--- config.mk ---
export PLATFORM = sky130hd
export DESIGN_NAME = dram_arbiter_flat
export DESIGN_NICKNAME = d
export VERILOG_FILES = /design/src/rtl/dram_arbiter_if.sv /design/src/rtl/dram_arbiter.sv /design/src/flat_wrapper.sv
export SDC_FILE = /design/constraint.sdc
export NUM_CORES = 1
export LEC_CHECK = 0
export ABC_AREA = 1
export CAP_MARGIN = 25
export CORE_UTILIZATION = 45
export DETAILED_ROUTE_END_ITERATION = 7
export DONT_BUFFER_PORTS = 1
export GPL_TIMING_DRIVEN = 0
export PLACE_DENSITY = 0.62
export SLEW_MARGIN = 20
export SYNTH_ARGS = -nofsm -noshare
export SYNTH_HDL_FRONTEND = slang
export SYNTH_SLANG_ARGS = --single-unit
--- constraint.sdc ---
create_clock -name clk -period 1.64 [get_ports clk]
set_clock_uncertainty 0.2 [all_clocks]
set_input_delay 0.246 -clock clk [delete_from_list [all_inputs] [get_ports clk]]
set_output_delay 0.246 -clock clk [all_outputs]
set_load 0.01 [all_outputs]
--- src/rtl/dram_arbiter_if.sv ---
// Bundle of the three requester ports, the DRAM port and the streak observation signal.
// The slave modport is the arbiter side. The master modport is the requester/memory side.
interface dram_arbiter_if;
   logic        cpu_req;
   logic [20:0] cpu_addr;
   logic        cpu_we;
   logic        cpu_uds;
   logic        cpu_lds;
   logic [15:0] cpu_wdata;
   logic [15:0] cpu_rdata;
   logic        cpu_ack;

   logic        ica_as;
   logic [21:0] ica_adr;
   logic [15:0] ica_din;
   logic        ica_bus_ack;

   logic        file_as;
   logic [21:0] file_adr;
   logic [15:0] file_din;
   logic        file_bus_ack;

   logic        mem_req;
   logic [20:0] mem_addr;
   logic        mem_we;
   logic [1:0]  mem_be;
   logic [15:0] mem_wdata;
   logic [15:0] mem_rdata;
   logic        mem_ack;

   logic [7:0]  streak;

   modport slave (
      input  cpu_req, cpu_addr, cpu_we, cpu_uds, cpu_lds, cpu_wdata,
      output cpu_rdata, cpu_ack,
      input  ica_as, ica_adr,
      output ica_din, ica_bus_ack,
      input  file_as, file_adr,
      output file_din, file_bus_ack,
      output mem_req, mem_addr, mem_we, mem_be, mem_wdata,
      input  mem_rdata, mem_ack,
      output streak
   );

   modport master (
      output cpu_req, cpu_addr, cpu_we, cpu_uds, cpu_lds, cpu_wdata,
      input  cpu_rdata, cpu_ack,
      output ica_as, ica_adr,
      input  ica_din, ica_bus_ack,
      output file_as, file_adr,
      input  file_din, file_bus_ack,
      input  mem_req, mem_addr, mem_we, mem_be, mem_wdata,
      output mem_rdata, mem_ack,
      input  streak
   );
endinterface

--- src/rtl/dram_arbiter.sv ---
// Serialises CPU, ICA and display-file accesses onto one 16-bit DRAM port.
// Video has priority. A bounded video streak lets a waiting CPU through.
module dram_arbiter #(
   parameter int unsigned MAX_VIDEO_STREAK = 8
) (
   input logic           clk,
   input logic           reset,
   dram_arbiter_if.slave bus_io
);

   localparam int unsigned StreakW = $clog2(MAX_VIDEO_STREAK + 1);

   typedef enum logic [1:0] {StIdle, StAccess, StDone} state_e;
   typedef enum logic [1:0] {GntCpu, GntIca, GntFile} gnt_e;

   state_e               state_q;
   gnt_e                 gnt_q;
   logic [StreakW-1:0]   streak_q;
   logic                 mem_req_q;
   logic [20:0]          mem_addr_q;
   logic                 mem_we_q;
   logic [1:0]           mem_be_q;
   logic [15:0]          mem_wdata_q;
   logic [15:0]          cpu_rdata_q;
   logic [15:0]          ica_din_q;
   logic [15:0]          file_din_q;
   logic                 cpu_ack_q;
   logic                 ica_ack_q;
   logic                 file_ack_q;

   logic                 cpu_elig;
   logic                 cpu_wins;
   logic [StreakW-1:0]   streak_video;

   always_comb begin
      cpu_elig = bus_io.cpu_req & (bus_io.cpu_uds | bus_io.cpu_lds);
      cpu_wins = cpu_elig &
                 (~(bus_io.file_as | bus_io.ica_as) ||
                  (streak_q == StreakW'(MAX_VIDEO_STREAK)));
      // Streak value after a video grant: counts only while the CPU is kept waiting.
      streak_video = '0;
      if (cpu_elig) begin
         streak_video = (streak_q == StreakW'(MAX_VIDEO_STREAK)) ? streak_q
                                                                  : streak_q + 1'b1;
      end
   end

   always_ff @(posedge clk) begin
      if (reset) begin
         state_q     <= StIdle;
         gnt_q       <= GntCpu;
         streak_q    <= '0;
         mem_req_q   <= 1'b0;
         mem_addr_q  <= '0;
         mem_we_q    <= 1'b0;
         mem_be_q    <= 2'b00;
         mem_wdata_q <= '0;
         cpu_rdata_q <= '0;
         ica_din_q   <= '0;
         file_din_q  <= '0;
         cpu_ack_q   <= 1'b0;
         ica_ack_q   <= 1'b0;
         file_ack_q  <= 1'b0;
      end else begin
         cpu_ack_q  <= 1'b0;
         ica_ack_q  <= 1'b0;
         file_ack_q <= 1'b0;
         unique case (state_q)
            StIdle: begin
               if (cpu_wins) begin
                  gnt_q       <= GntCpu;
                  streak_q    <= '0;
                  mem_addr_q  <= bus_io.cpu_addr;
                  mem_we_q    <= bus_io.cpu_we;
                  mem_be_q    <= bus_io.cpu_we ? {bus_io.cpu_uds, bus_io.cpu_lds} : 2'b11;
                  mem_wdata_q <= bus_io.cpu_wdata;
                  mem_req_q   <= 1'b1;
                  state_q     <= StAccess;
               end else if (bus_io.file_as) begin
                  gnt_q       <= GntFile;
                  streak_q    <= streak_video;
                  mem_addr_q  <= 21'(bus_io.file_adr >> 1);
                  mem_we_q    <= 1'b0;
                  mem_be_q    <= 2'b11;
                  mem_wdata_q <= '0;
                  mem_req_q   <= 1'b1;
                  state_q     <= StAccess;
               end else if (bus_io.ica_as) begin
                  gnt_q       <= GntIca;
                  streak_q    <= streak_video;
                  mem_addr_q  <= 21'(bus_io.ica_adr >> 1);
                  mem_we_q    <= 1'b0;
                  mem_be_q    <= 2'b11;
                  mem_wdata_q <= '0;
                  mem_req_q   <= 1'b1;
                  state_q     <= StAccess;
               end else begin
                  streak_q <= '0;
               end
            end
            StAccess: begin
               if (bus_io.mem_ack) begin
                  mem_req_q <= 1'b0;
                  state_q   <= StDone;
                  unique case (gnt_q)
                     GntCpu: begin
                        if (!mem_we_q) cpu_rdata_q <= bus_io.mem_rdata;
                        cpu_ack_q <= 1'b1;
                     end
                     GntIca: begin
                        ica_din_q <= bus_io.mem_rdata;
                        ica_ack_q <= 1'b1;
                     end
                     GntFile: begin
                        file_din_q <= bus_io.mem_rdata;
                        file_ack_q <= 1'b1;
                     end
                     default: ;
                  endcase
               end
            end
            StDone:  state_q <= StIdle;
            default: state_q <= StIdle;
         endcase
      end
   end

   assign bus_io.mem_req      = mem_req_q;
   assign bus_io.mem_addr     = mem_addr_q;
   assign bus_io.mem_we       = mem_we_q;
   assign bus_io.mem_be       = mem_be_q;
   assign bus_io.mem_wdata    = mem_wdata_q;
   assign bus_io.cpu_rdata    = cpu_rdata_q;
   assign bus_io.cpu_ack      = cpu_ack_q;
   assign bus_io.ica_din      = ica_din_q;
   assign bus_io.ica_bus_ack  = ica_ack_q;
   assign bus_io.file_din     = file_din_q;
   assign bus_io.file_bus_ack = file_ack_q;
   assign bus_io.streak       = 8'(streak_q);

endmodule

--- src/flat_wrapper.sv ---
// flat-port wrapper written by rule: the top's interface ports become plain ports
module dram_arbiter_flat 
#(
   parameter int unsigned MAX_VIDEO_STREAK = 8
)
  (clk, reset, bus_io_cpu_req, bus_io_cpu_addr, bus_io_cpu_we, bus_io_cpu_uds, bus_io_cpu_lds, bus_io_cpu_wdata, bus_io_cpu_rdata, bus_io_cpu_ack, bus_io_ica_as, bus_io_ica_adr, bus_io_ica_din, bus_io_ica_bus_ack, bus_io_file_as, bus_io_file_adr, bus_io_file_din, bus_io_file_bus_ack, bus_io_mem_req, bus_io_mem_addr, bus_io_mem_we, bus_io_mem_be, bus_io_mem_wdata, bus_io_mem_rdata, bus_io_mem_ack, bus_io_streak);
  dram_arbiter_if bus_io_i ();
  input logic clk;
  input logic reset;
  input wire logic [$bits(bus_io_i.cpu_req)-1:0] bus_io_cpu_req;
  input wire logic [$bits(bus_io_i.cpu_addr)-1:0] bus_io_cpu_addr;
  input wire logic [$bits(bus_io_i.cpu_we)-1:0] bus_io_cpu_we;
  input wire logic [$bits(bus_io_i.cpu_uds)-1:0] bus_io_cpu_uds;
  input wire logic [$bits(bus_io_i.cpu_lds)-1:0] bus_io_cpu_lds;
  input wire logic [$bits(bus_io_i.cpu_wdata)-1:0] bus_io_cpu_wdata;
  output wire logic [$bits(bus_io_i.cpu_rdata)-1:0] bus_io_cpu_rdata;
  output wire logic [$bits(bus_io_i.cpu_ack)-1:0] bus_io_cpu_ack;
  input wire logic [$bits(bus_io_i.ica_as)-1:0] bus_io_ica_as;
  input wire logic [$bits(bus_io_i.ica_adr)-1:0] bus_io_ica_adr;
  output wire logic [$bits(bus_io_i.ica_din)-1:0] bus_io_ica_din;
  output wire logic [$bits(bus_io_i.ica_bus_ack)-1:0] bus_io_ica_bus_ack;
  input wire logic [$bits(bus_io_i.file_as)-1:0] bus_io_file_as;
  input wire logic [$bits(bus_io_i.file_adr)-1:0] bus_io_file_adr;
  output wire logic [$bits(bus_io_i.file_din)-1:0] bus_io_file_din;
  output wire logic [$bits(bus_io_i.file_bus_ack)-1:0] bus_io_file_bus_ack;
  output wire logic [$bits(bus_io_i.mem_req)-1:0] bus_io_mem_req;
  output wire logic [$bits(bus_io_i.mem_addr)-1:0] bus_io_mem_addr;
  output wire logic [$bits(bus_io_i.mem_we)-1:0] bus_io_mem_we;
  output wire logic [$bits(bus_io_i.mem_be)-1:0] bus_io_mem_be;
  output wire logic [$bits(bus_io_i.mem_wdata)-1:0] bus_io_mem_wdata;
  input wire logic [$bits(bus_io_i.mem_rdata)-1:0] bus_io_mem_rdata;
  input wire logic [$bits(bus_io_i.mem_ack)-1:0] bus_io_mem_ack;
  output wire logic [$bits(bus_io_i.streak)-1:0] bus_io_streak;
  assign bus_io_i.cpu_req = bus_io_cpu_req;
  assign bus_io_i.cpu_addr = bus_io_cpu_addr;
  assign bus_io_i.cpu_we = bus_io_cpu_we;
  assign bus_io_i.cpu_uds = bus_io_cpu_uds;
  assign bus_io_i.cpu_lds = bus_io_cpu_lds;
  assign bus_io_i.cpu_wdata = bus_io_cpu_wdata;
  assign bus_io_cpu_rdata = bus_io_i.cpu_rdata;
  assign bus_io_cpu_ack = bus_io_i.cpu_ack;
  assign bus_io_i.ica_as = bus_io_ica_as;
  assign bus_io_i.ica_adr = bus_io_ica_adr;
  assign bus_io_ica_din = bus_io_i.ica_din;
  assign bus_io_ica_bus_ack = bus_io_i.ica_bus_ack;
  assign bus_io_i.file_as = bus_io_file_as;
  assign bus_io_i.file_adr = bus_io_file_adr;
  assign bus_io_file_din = bus_io_i.file_din;
  assign bus_io_file_bus_ack = bus_io_i.file_bus_ack;
  assign bus_io_mem_req = bus_io_i.mem_req;
  assign bus_io_mem_addr = bus_io_i.mem_addr;
  assign bus_io_mem_we = bus_io_i.mem_we;
  assign bus_io_mem_be = bus_io_i.mem_be;
  assign bus_io_mem_wdata = bus_io_i.mem_wdata;
  assign bus_io_i.mem_rdata = bus_io_mem_rdata;
  assign bus_io_i.mem_ack = bus_io_mem_ack;
  assign bus_io_streak = bus_io_i.streak;
  dram_arbiter #(.MAX_VIDEO_STREAK(MAX_VIDEO_STREAK)) u_core (.clk(clk), .reset(reset), .bus_io(bus_io_i));
endmodule
# After elaboration in Yosys (flattened, before gate mapping)
# Index checks and enable logic that the tools add are counted.
[classes] n_addsub=1 n_eq_ne=6 n_mux=33 n_bitwise=8 reduce_logical=12
[ops] operator="two-way mux 21 bit" n=3
[ops] operator="two-way mux 16 bit" n=3
[ops] operator="two-way mux 2 bit" n=10
[ops] operator="two-way mux 4 bit" n=5
[ops] operator="two-way mux 1 bit" n=10
[ops] operator="AND reduction 3 bit" n=3
[ops] operator="adder 4 x 1 -> 4 bit, second input constant" n=1
[ops] operator="equality test 2 x 1 -> 1 bit, second input constant" n=2
[ops] operator="equality test 4 bit, second input constant" n=1
[ops] operator="zero test 2 bit" n=2
[ops] operator="!= test 4 x 3 -> 1 bit, second input constant" n=1
[ops] operator="NOT 1 bit" n=4
[ops] operator="case mux 2 bit (2 select lines)" n=1
[ops] operator="AND reduction 2 bit" n=2
[ops] operator="AND reduction 4 bit" n=1
[ops] operator="nonzero test 3 bit" n=1
[ops] operator="OR reduction 3 bit" n=1
[ops] operator="bitwise AND 1 bit" n=2
[ops] operator="equality test 2 bit, second input constant" n=1
[ops] operator="!= test 2 bit, second input constant" n=1
[ops] operator="OR 1 bit" n=2
[ops] operator="case mux 1 bit (2 select lines)" n=1
[ops] operator="nonzero test 2 bit" n=1
[ops] operator="logical OR 1 bit" n=1
[word_totals] reg_bits=100 input_bits=106 out_inout_bits=100 wordCells=74

# Logic depth before layout (Yosys ltp)
# Gate-level depths: netlist of the first run.
[depth] word_depth=6 ltp_mapped=10 depth_no_buf=9

# Least setup slack after synthesis of the first run
# Ideal clock, no wire load.
[synth_path] path_kind="register to register" startpoint="register u_core.streak_q[0]" endpoint="register u_core.mem_addr_q[11] (netlist: u_core.bus_io.mem_addr[11])" setup_ps=70 arrival_ps=1352 required_ps=1370 setup_slack_ps=17 stages_incl_launch_ff=11 path_buffers=1 period_less_slack_ps=1623 path_cell_list="dfxtp_1 > inv_1 > ha_1 > nand3_1 > nand2_2 > nand2_4 > buf_2 > nand2_1 > nand2_1 > nand2_1 > a21oi_1"
[synth_between] elab_chain_cells=5 word_cells_on_any_way=6 cone_classes="eq/ne: 1; mux: 1; bitwise: 1; reduce/logical: 3"
[synth_rtl] item="start: declaration" line="dram_arbiter.sv:18" source="logic [StreakW-1:0] streak_q;"
[synth_rtl] item="start signal: assignment" line="dram_arbiter.sv:81" source="streak_q <= streak_video;"
[synth_rtl] item="start signal: assignment" line="dram_arbiter.sv:90" source="streak_q <= streak_video;"
[synth_rtl] item="equality test 4 bit (*)" line="dram_arbiter.sv:39" source="(streak_q == StreakW'(MAX_VIDEO_STREAK)));"
[synth_rtl] item="logical OR 1 bit (*)" line="dram_arbiter.sv:38" source="(~(bus_io.file_as | bus_io.ica_as) ||"
[synth_rtl] item="bitwise AND 1 bit (*)" line="dram_arbiter.sv:37" source="cpu_wins = cpu_elig &"
[synth_rtl] item="nonzero test 3 bit (no source line)"
[synth_rtl] item="AND reduction 2 bit (no source line)"
[synth_rtl] item="end signal: assignment" line="dram_arbiter.sv:73" source="mem_addr_q <= bus_io.cpu_addr;"
[synth_rtl] item="end signal: assignment" line="dram_arbiter.sv:82" source="mem_addr_q <= 21'(bus_io.file_adr >> 1);"
[synth_rtl] item="end signal: assignment" line="dram_arbiter.sv:91" source="mem_addr_q <= 21'(bus_io.ica_adr >> 1);"
[synth_rtl] item="end: declaration" line="dram_arbiter.sv:20" source="logic [20:0] mem_addr_q;"
# Every way passes the cells marked *; elsewhere a longest branch is shown, timed or not.
# A chain may end at the register's enable or synchronous reset.

# Worst setup path in the final report of the first run
[layout_path] startpoint="register u_core.streak_q[0]" endpoint="register u_core.mem_wdata_q[7] (netlist: u_core.bus_io.mem_wdata[7])"
[layout_between] elab_chain_cells=5 word_cells_on_any_way=6 cone_classes="eq/ne: 1; mux: 1; bitwise: 1; reduce/logical: 3"
[layout_rtl] item="equality test 4 bit (*)" line="dram_arbiter.sv:39"
[layout_rtl] item="logical OR 1 bit (*)" line="dram_arbiter.sv:38"
[layout_rtl] item="bitwise AND 1 bit (*)" line="dram_arbiter.sv:37"
[layout_rtl] item="nonzero test 3 bit (no source line)"
[layout_rtl] item="AND reduction 2 bit (no source line)"
[layout_rtl] item="end signal: assignment" line="dram_arbiter.sv:76" source="mem_wdata_q <= bus_io.cpu_wdata;"
[layout_rtl] item="end: declaration" line="dram_arbiter.sv:23" source="logic [15:0] mem_wdata_q;"
# Marks and branches as above.

==> metrics, run 1 <==
Power Dens Cells=927 mW/mm^2; clock network fraction of total power=around a third; DR WL/cell=17.0 um; commonest non-fill, non-tap cells in the layout=115 x nor2_1, 112 x nand2_1, 96 x dfxtp_1; Hold Fails Final Rpt=0; Distinct cells, synth=26; Worst-path clk slew=0.10 ns; simple-gate share of the synthesized area=32.8%; DR DRC count=9; Final WS setup=-0.0925 ns; total of max-cap violations=0; initial antenna violation count=0; CP Max Fanout=5; Min Clock Period, post-route=1.73 ns; Total Routing Usage GR=27.0%; Avg Cell Area, Syn=between 7 and 8 um^2; Comb power frac=~17%; CP Launch Type=register; drt pass-1 iters=7; RSZ-0062 raised after global routing=yes; vias post-DR=4361; Buffers on Ports=0; P&R area growth vs syn=41.2%; Place WS=-0.306 ns; Seq pwr share=roughly half; H-tree depth=3; ratio of cells with drive above 1 in the final layout=18.6%; Routed Antenna Nets=0; Net Sw Power=1580 uW; root buffer cell=clkbuf_8; DIE AREA=0.00960 mm^2; Int Pwr=3850 uW; XOR/XNOR Fraction of Synth Area=0.211%; Max Buffers Root-to-Sink=2; Synth Area in Compound Gates=11.7%; P_leak=0.00246 uW; CTS tree=yes; Net count, final=808; post-placement cell count=694; Synth top area share=48.3%; Die W=98.0 um; largest net degree at the start of global routing=17; dpl cell area=0.00429 mm^2; final cell count without fillers=between 800 and 900; Worst-Skew Late Latency=0.35 ns; worst reg2reg setup slack=-0.09 ns; most common cell after layout, fill and taps aside=nor2_1; Core Util, Final=66.5%; Fmax achieved=577 MHz; Num CTS Buffers=9; Placer Congestion=0.889; first-pass GRT wire length=20.7 mm; Seq/Total Area, Yosys=48.3%; final total power=5420 uW; YS warnings=0; mux cell area share after synthesis=0%; Final Cycle Share=106%; fin area=0.00585 mm^2; Post-DP HPWL=8.78 mm; failing checks=DRC, setup timing; Slew Limit Fails=0; total core area=0.00881 mm^2; WP data required=1.72 ns; Diodes inserted=0; Post-Syn Instances=583; WP data arrival=1.81 ns; outcome=finished, violations left; number of setup violations in the final report=33; switch share=29.1%; Synth area leader=dfxtp_1; grt ovf=0; number of global-route vias before repair=4283; post-synthesis cell area=0.00415 mm^2; I/O pin count=206; Filler Cells Inserted=767; Worst Setup Path Type=reg -> reg; vias per cell=approximately 5.4; Seq cells post-synth=100; Die Y=98.0 um; Critical Path End Type=register; relative slew slack=55.8%; CTS sink cnt=100; starting DRC count in detailed routing=231; Row Count=34; main combinational cell family by area after synthesis=simple AND/OR/NAND/NOR gates; final WL=approximately 14 mm; ranking of synthesized cells by area=dfxtp_1 48%, nand2_1 12%, nor2_1 11%, nand3_1 5.8%, o21ai_1 4.8%; worst-margin pin slew=0.663 ns; worst vdd ir=0.604 mV; Synth Area in Adders=less than 1%; hold crit path type=in -> reg; Starting Density=47.1%
## critical path: stages, from the launching register on
cell and delay, ns:
dfxtp_4 0.38, inv_4 0.07, ha_4 0.13, nand3_4 0.06, nand2_4 0.13, nand2_8 0.07, buf_6 0.13, nor2_4 0.15
buf_6 0.15, nand2_4 0.05, a21oi_2 0.14
## final timing paths
check | start | endpoint | cells past startpoint
min | reset | u_core.bus_io.mem_wdata[1] | 2
max reg2reg | u_core.streak_q[0] | u_core.bus_io.mem_wdata[7] | 10
max | u_core.streak_q[0] | u_core.bus_io.mem_wdata[7] | 10
min reg2reg | u_core.bus_io.mem_wdata[6] | u_core.bus_io.mem_wdata[6] | 2
## per-stage QoR
stage / hold slack (ns) / setup TNS [ns]
6_report: 0.0143 / -1.42
5_1_grt: 0.0344 / -3.77
4_1_cts: -0.183 / -1.23
3_5_place_dp: 0.177 / -13.22
3_3_place_gp: 0.173 / -10.39
2_1_floorplan: 0.167 / 0
## routing by layer
layer  wire [um]  vias up  global-route usage, %
met5           0        -                      0
met4         427        0                   10.1
met3        1100       41                   8.38
met2        7120      223                   51.1
met1        5120     1984                   27.7
li1            -     2113                      -
## registers in the layout (all words and copies together), names as in the netlist
name	cells
u_core.bus_io.mem_addr	21
u_core.bus_io.cpu_rdata	16
u_core.bus_io.file_din	16
u_core.bus_io.ica_din	16
u_core.bus_io.mem_wdata	16
u_core.streak_q	4
u_core.bus_io.mem_be	2
u_core.gnt_q	2
u_core.state_q	2
u_core.bus_io.cpu_ack	1
u_core.bus_io.file_bus_ack	1
u_core.bus_io.ica_bus_ack	1
u_core.bus_io.mem_req	1
u_core.bus_io.mem_we	1
## Yosys cell counts
library cell and instances:
o21ai_1 40, nor3_1 18, nand2_4 1, ha_1 2
buf_2 10, conb_1 1, xor2_1 1, clkbuf_1 19
nor4_1 1, nor2_2 4, a21oi_1 31, inv_2 7
nand3_1 48, nor2_1 120, nand2_2 3, nor3_4 1
nand2_1 129, dfxtp_1 100, buf_6 2, nor2_4 1
o21ai_0 26, nand4_1 1, clkinv_1 1, buf_4 7
inv_1 7, buf_1 2
## layout make-up
type	instances	area, um^2	share of cell area, %
inverters	15	63.8	1.09
multi-input cells	431	2150	36.8
clock inverters	5	85.1	1.45
clock buffers	10	128	2.18
plain buffers	39	245	4.19
well taps	108	135	2.31
repair buffers	104	1030	17.6
flip-flops and latches	100	2010	34.4
## logic make-up (layout without fill, tap and decap cells)
family / count (synthesis) / after routing
buffers and inverters: 55 / 173
AO/OA/AOI/OAI: 97 / 97
XOR/XNOR: 1 / 1
other: 1 / 4
flip-flops: 100 / 100
adder cells (fa/ha/maj): 2 / 2
AND/OR/NAND/NOR: 327 / 327
## power by group through the flow
stage                     sequential, uW  combinational, uW  clock, uW
after floorplan                     2760                472          0
after global placement              2800                592          0
after detailed placement            2800                608          0
after CTS                           2750                838       1750
after global routing                2770               1030       1850
final                               2750                944       1730
## what timing repair did
item	CTS	global route
hold buffers	80	1
gates cloned	2	1
resized for setup	44	66
setup buffers	12	9
setup endpoints to repair	77	76
pin swaps	12	21
endpoints found under the hold margin	89	1
Power figures use the tool's default switching activity.
==> run 2: changes to the inputs <==
--- a/config.mk
+++ b/config.mk
@@ -7,11 +7,11 @@
 export LEC_CHECK = 0
 export ABC_AREA = 1
 export CAP_MARGIN = 25
-export CORE_UTILIZATION = 45
+export CORE_UTILIZATION = 54
 export DETAILED_ROUTE_END_ITERATION = 7
 export DONT_BUFFER_PORTS = 1
 export GPL_TIMING_DRIVEN = 0
-export PLACE_DENSITY = 0.62
+export PLACE_DENSITY = 0.72
 export SLEW_MARGIN = 20
 export SYNTH_ARGS = -nofsm -noshare
 export SYNTH_HDL_FRONTEND = slang
==> run 2 against run 1 <==
Net effect:
- the run ends with setup timing left
- clock-buffer cell count grew 1
- maximum frequency grew 1.7%
- power shrank 0.40%
- first-iteration DRC count is the same
- via count grew 1.8%
- sequential power is essentially flat
- non-clock buffer count shrank 12
- largest cell class unchanged
- setup slack gained 0.030 ns
- global-route usage grew 4.3 points
- clock power is essentially flat
- critical endpoint is now u_core.bus_io.mem_wdata[4]
==> metrics, run 2 (synthesis results as in run 1) <==
CP Max Fanout=6; Final WS setup=-0.0628 ns; RSZ-0062 raised after global routing=yes; total of max-cap violations=0; DIE AREA=0.00803 mm^2; relative slew slack=59.6%; Max Buffers Root-to-Sink=2; Placer Congestion=between 0.8 and 0.9; CP Launch Type=register; Buffers on Ports=0; Crit-path slowest cell=dfxtp_4; dpl cell area=0.00428 mm^2; Min Clock Period, post-route=1.70 ns; Filler Cells Inserted=536; total core area=0.00733 mm^2; P&R area growth vs syn=36.2%; outcome=finished, violations left; root buffer cell=clkbuf_8; I/O pin count=206; Post-DP HPWL=8.40 mm; initial antenna violation count=1; first-pass GRT wire length=19.0 mm; Total Routing Usage GR=about a third; DR WL/cell=approximately 17 um; Slew Limit Fails=0; Row Count=31; fin area=roughly 0.0056 mm^2; number of global-route vias before repair=4043; P_leak=0.00237 uW; worst-margin pin slew=0.606 ns; Worst Setup Path Type=reg -> reg; DR DRC count=0; Fmax achieved=approximately 600 MHz; area of the multi-input gates=0.00207 mm^2; Worst-Skew Late Latency=0.35 ns; starting DRC count in detailed routing=231; WP data required=roughly 1.7 ns; number of setup violations in the final report=24; Starting Density=56.5%; Final Cycle Share=104%; H-tree depth=3; Worst Setup SP=u_core.streak_q[1]; CTS tree=yes; Power Dens Cells=957 mW/mm^2; vias per cell=5.60; largest net degree at the start of global routing=17; worst vdd ir=0.577 mV; FF/Latch Area=0.00201 mm^2; Critical path buffers and inverters=2; CTS sink cnt=100; Place WS=-0.357 ns; grt ovf=0; max reg flops=21; Routed Antenna Nets=0; Worst Hold Launch=reset; Critical Path End Type=register; ratio of cells with drive above 1 in the final layout=14.6%; Num CTS Buffers=9; WP data arrival=1.79 ns; hold crit path type=in -> reg; CP max stage delay=0.38 ns; Crit path max-delay family=simple AND/OR/NAND/NOR gates; vias post-DR=4439; Die W=89.6 um; final WL=13.4 mm; commonest non-fill, non-tap cells in the layout=120 x nand2_1, 118 x nor2_1, 96 x dfxtp_1; Worst-path clk slew=0.10 ns; Critical R2R Launch=u_core.streak_q[1]; most common cell after layout, fill and taps aside=nand2_1; Die Y=89.6 um; failing checks=setup timing; drt pass-1 iters=5; worst reg2reg setup slack=-0.06 ns; Hold Fails Final Rpt=0; cells along the critical path=inv_4 -> ha_4 -> nand3_4 -> nand2_8 -> nand2_8 -> nor2_4 -> buf_6 -> nand2_2 -> a21oi_2; Net count, final=796; crit-path most repeated cell=nand2_8
-- run 2: changes by cell type in the layout (fill, tap and decap cells not counted), sizes merged --
cell      delta
buf         -11
clkinvlp     -1
inv          -1
diode        +1
clkinv       +2
-- run 2: per-layer routing --
layer  track usage [%]  routed length [um]  up-vias
met3              8.41                1160       47
met4              17.0                 447        0
met1              33.8                4920     2042
met5                 0                   0        -
li1                  -                   -     2092
met2              56.1                6820      258
-- run 2: path summary, 6_finish.rpt --
check,end,cells past startpoint
hold reg to reg,u_core.bus_io.cpu_ack,1
setup / recovery,u_core.bus_io.mem_wdata[4],9
setup reg to reg,u_core.bus_io.mem_wdata[4],9
hold / removal,u_core.bus_io.mem_wdata[1],2
-- run 2: worst register-to-register path, delay by kind of cell, from the launching register on --
family          cells  cell delay (ns)
fa+ha+maj           1             0.13
simple gates        5             0.58
flops               1             0.38
compound gates      1             0.13
buf+inv             2             0.22
-- run 2: repair_timing --
| item | CTS | global route |
|---|---|---|
| endpoints found under the hold margin | 89 | 1 |
| pin swaps | 8 | 14 |
| endpoints found under the setup margin | 77 | 81 |
| buffers inserted | 6 | 3 |
| hold buffers | 80 | 1 |
| gates cloned | 2 | 0 |
| resized for setup | 36 | 46 |
-- run 2: area by class of cell --
type | count | share of cell area, %
Multi-Input combinational cell | 431 | 36.7
Sequential cell | 100 | 35.6
Timing Repair Buffer | 92 | 16.0
Buffer | 39 | 4.39
Clock buffer | 11 | 2.50
Tap cell | 99 | 2.19
Clock inverter | 5 | 1.46
Inverter | 15 | 1.13
Antenna cell | 1 | 0.0443
-- run 2: where the power goes --
group | total (uW) | switching, uW | internal [uW]
clock | 1750 | 846 | 909
sequential | 2750 | 178 | 2570
combinational | 897 | 516 | 381
-- run 2: stage by stage --
stage / TNS (ns) / power (uW) / hold WS, ns / utilization (%) / instances
2_1_floorplan: 0 / 3230 / 0.167 / - / 586
3_3_place_gp: -8.59 / 3380 / 0.173 / 58.4 / 685
3_5_place_dp: -13.60 / 3400 / 0.178 / 58.4 / 685
4_1_cts: -0.221 / 5320 / -0.172 / 74.7 / 789
5_1_grt: -2.97 / 5610 / 0.0490 / 77.0 / 793
6_report: -0.771 / 5400 / 0.0302 / 77.0 / 793
==> run 3: changes to the inputs <==
--- a/config.mk
+++ b/config.mk
@@ -12,7 +12,7 @@
 export DONT_BUFFER_PORTS = 1
 export GPL_TIMING_DRIVEN = 0
 export PLACE_DENSITY = 0.72
-export SLEW_MARGIN = 20
+export SKIP_LAST_GASP = 1
 export SYNTH_ARGS = -nofsm -noshare
 export SYNTH_HDL_FRONTEND = slang
 export SYNTH_SLANG_ARGS = --single-unit
==> run 3 against run 2 <==
Net effect:
- sequential power barely moved
- non-clock buffer count did not move
- design area rose by 0.49%
- setup slack got worse by 0.029 ns
- utilization rose by 0.38 points
- the run still ends with setup timing left
- global-route usage rose by 0.19 points
- largest power group unchanged
- maximum frequency fell by 1.7%
- critical path depth rose by 1
- routed wire length rose by 0.22%
==> metrics, run 3 (synthesis results as in run 1) <==
ratio of cells with drive above 1 in the final layout=15.2%; worst reg2reg setup slack=-0.09 ns; Routed Antenna Nets=0; Hold Fails Final Rpt=0; failing checks=setup timing; I/O pin count=slightly above 200; Max Buffers Root-to-Sink=2; WP data required=~1.7 ns; Critical path buffers and inverters=2; CP Launch Type=register; first-pass GRT wire length=19.0 mm; max reg flops=21; Power Dens Cells=953 mW/mm^2; Crit path max-delay family=simple AND/OR/NAND/NOR gates; total of max-cap violations=0; Critical Path End Type=register; largest net degree at the start of global routing=17; Min Clock Period, post-route=1.73 ns; Row Count=31; root buffer cell=clkbuf_8; P&R area growth vs syn=36.8%; Worst-Skew Late Latency=0.35 ns; Worst Setup Path Type=reg -> reg; most common cell after layout, fill and taps aside=nor2_1; starting DRC count in detailed routing=roughly 190; Starting Density=56.5%; CP max stage delay=0.38 ns; WP data arrival=1.79 ns; Die Y=89.6 um; total core area=0.00733 mm^2; Post-DP HPWL=roughly 8.4 mm; final WL=between 10 and 15 mm; cells along the critical path=inv_4 -> ha_4 -> nand3_4 -> nand2_8 -> nand2_8 -> buf_8 -> nand3_1 -> nand2_1 -> nor2_1 -> nor2_1; fin area=0.00567 mm^2; Final Cycle Share=106%; Die W=about 90 um; CP Max Fanout=10; CTS sink cnt=100; dpl cell area=0.00428 mm^2; relative slew slack=between 50% and 60%; worst vdd ir=around 0.58 mV; number of setup violations in the final report=29; commonest non-fill, non-tap cells in the layout=118 x nor2_1, 116 x nand2_1, 96 x dfxtp_1; Crit-path slowest cell=dfxtp_4; grt ovf=0; RSZ-0062 raised after global routing=yes; Fmax achieved=between 500 and 600 MHz; drt pass-1 iters=5; Slew Limit Fails=0; vias per cell=5.57; Diodes inserted=0; Num CTS Buffers=9; P_leak=0.00239 uW; worst-margin pin slew=between 0.6 and 0.7 ns; outcome=finished, violations left; Net count, final=796; H-tree depth=3; number of global-route vias before repair=4086; Placer Congestion=roughly 0.88; Core Util, Final=77.4%; DR DRC count=0; Final WS setup=-0.0915 ns; setup tns final=-1.24 ns; initial antenna violation count=0; Buffers on Ports=0; vias post-DR=4408; DR WL/cell=roughly 17 um; hold crit path type=in -> reg; Worst-path clk slew=0.10 ns; DIE AREA=between 0.008 and 0.009 mm^2; final total power=between 5000 and 6000 uW; Total Routing Usage GR=31.6%; CTS tree=yes
[run 3: cell count changes in the layout (fill, tap and decap cells not counted), sizes merged]
cell    previous run  this run
diode              1         0
buf               31        30
clkbuf            30        31
[run 3: layout make-up]
class,count,area (um^2)
multi-input combinational,431,2080
clock inverter,5,82.6
sequential,100,2010
buffer,39,248
tap,99,124
fill,531,1660
clock buffer,11,141
inverter,15,63.8
timing repair buffer,92,918
[run 3: final timing paths]
| check | startpoint | endpoint | depth (start not counted) |
|---|---|---|---|
| worst max-delay path | u_core.streak_q[1] | u_core.bus_io.mem_addr[8] | 10 |
| worst min-delay path | reset | u_core.bus_io.mem_wdata[1] | 2 |
| worst max register to register | u_core.streak_q[1] | u_core.bus_io.mem_addr[8] | 10 |
| worst min register to register | u_core.gnt_q[0] | u_core.bus_io.cpu_ack | 1 |
[run 3: per-stage QoR]
| step | worst slack (ns) | std cells | hold slack, ns |
|---|---|---|---|
| floorplan | 0.0174 | 586 | 0.167 |
| global placement | -0.285 | 685 | 0.173 |
| detailed placement | -0.357 | 685 | 0.178 |
| CTS | -0.127 | 790 | 0.0157 |
| global route | -0.210 | 792 | 0.0462 |
| finish | -0.0915 | 792 | 0.0265 |
[run 3: power by group]
group          total (uW)  switching (uW)  internal, uW
Sequential           2750             179          2570
Combinational         902             519           383
Clock                1750             845           909
Total                5410            1540          3860
[run 3: routing by layer]
layer / share of wire [%] / track usage, %
met1: 37 / 34.4
met2: 50 / 55.4
met3: 9.1 / 8.59
met4: 3.8 / 17.9
met5: 0 / 0
[run 3: timing repair]
| item | in CTS | in global routing |
|---|---|---|
| pin swaps | 7 | 17 |
| hold buffers | 81 | 0 |
| setup buffers | 6 | 2 |
| endpoints found under the hold margin | 89 | 0 |
| cloned | 2 | 1 |
| resized for setup | 32 | 57 |
| setup endpoints to repair | 77 | 82 |
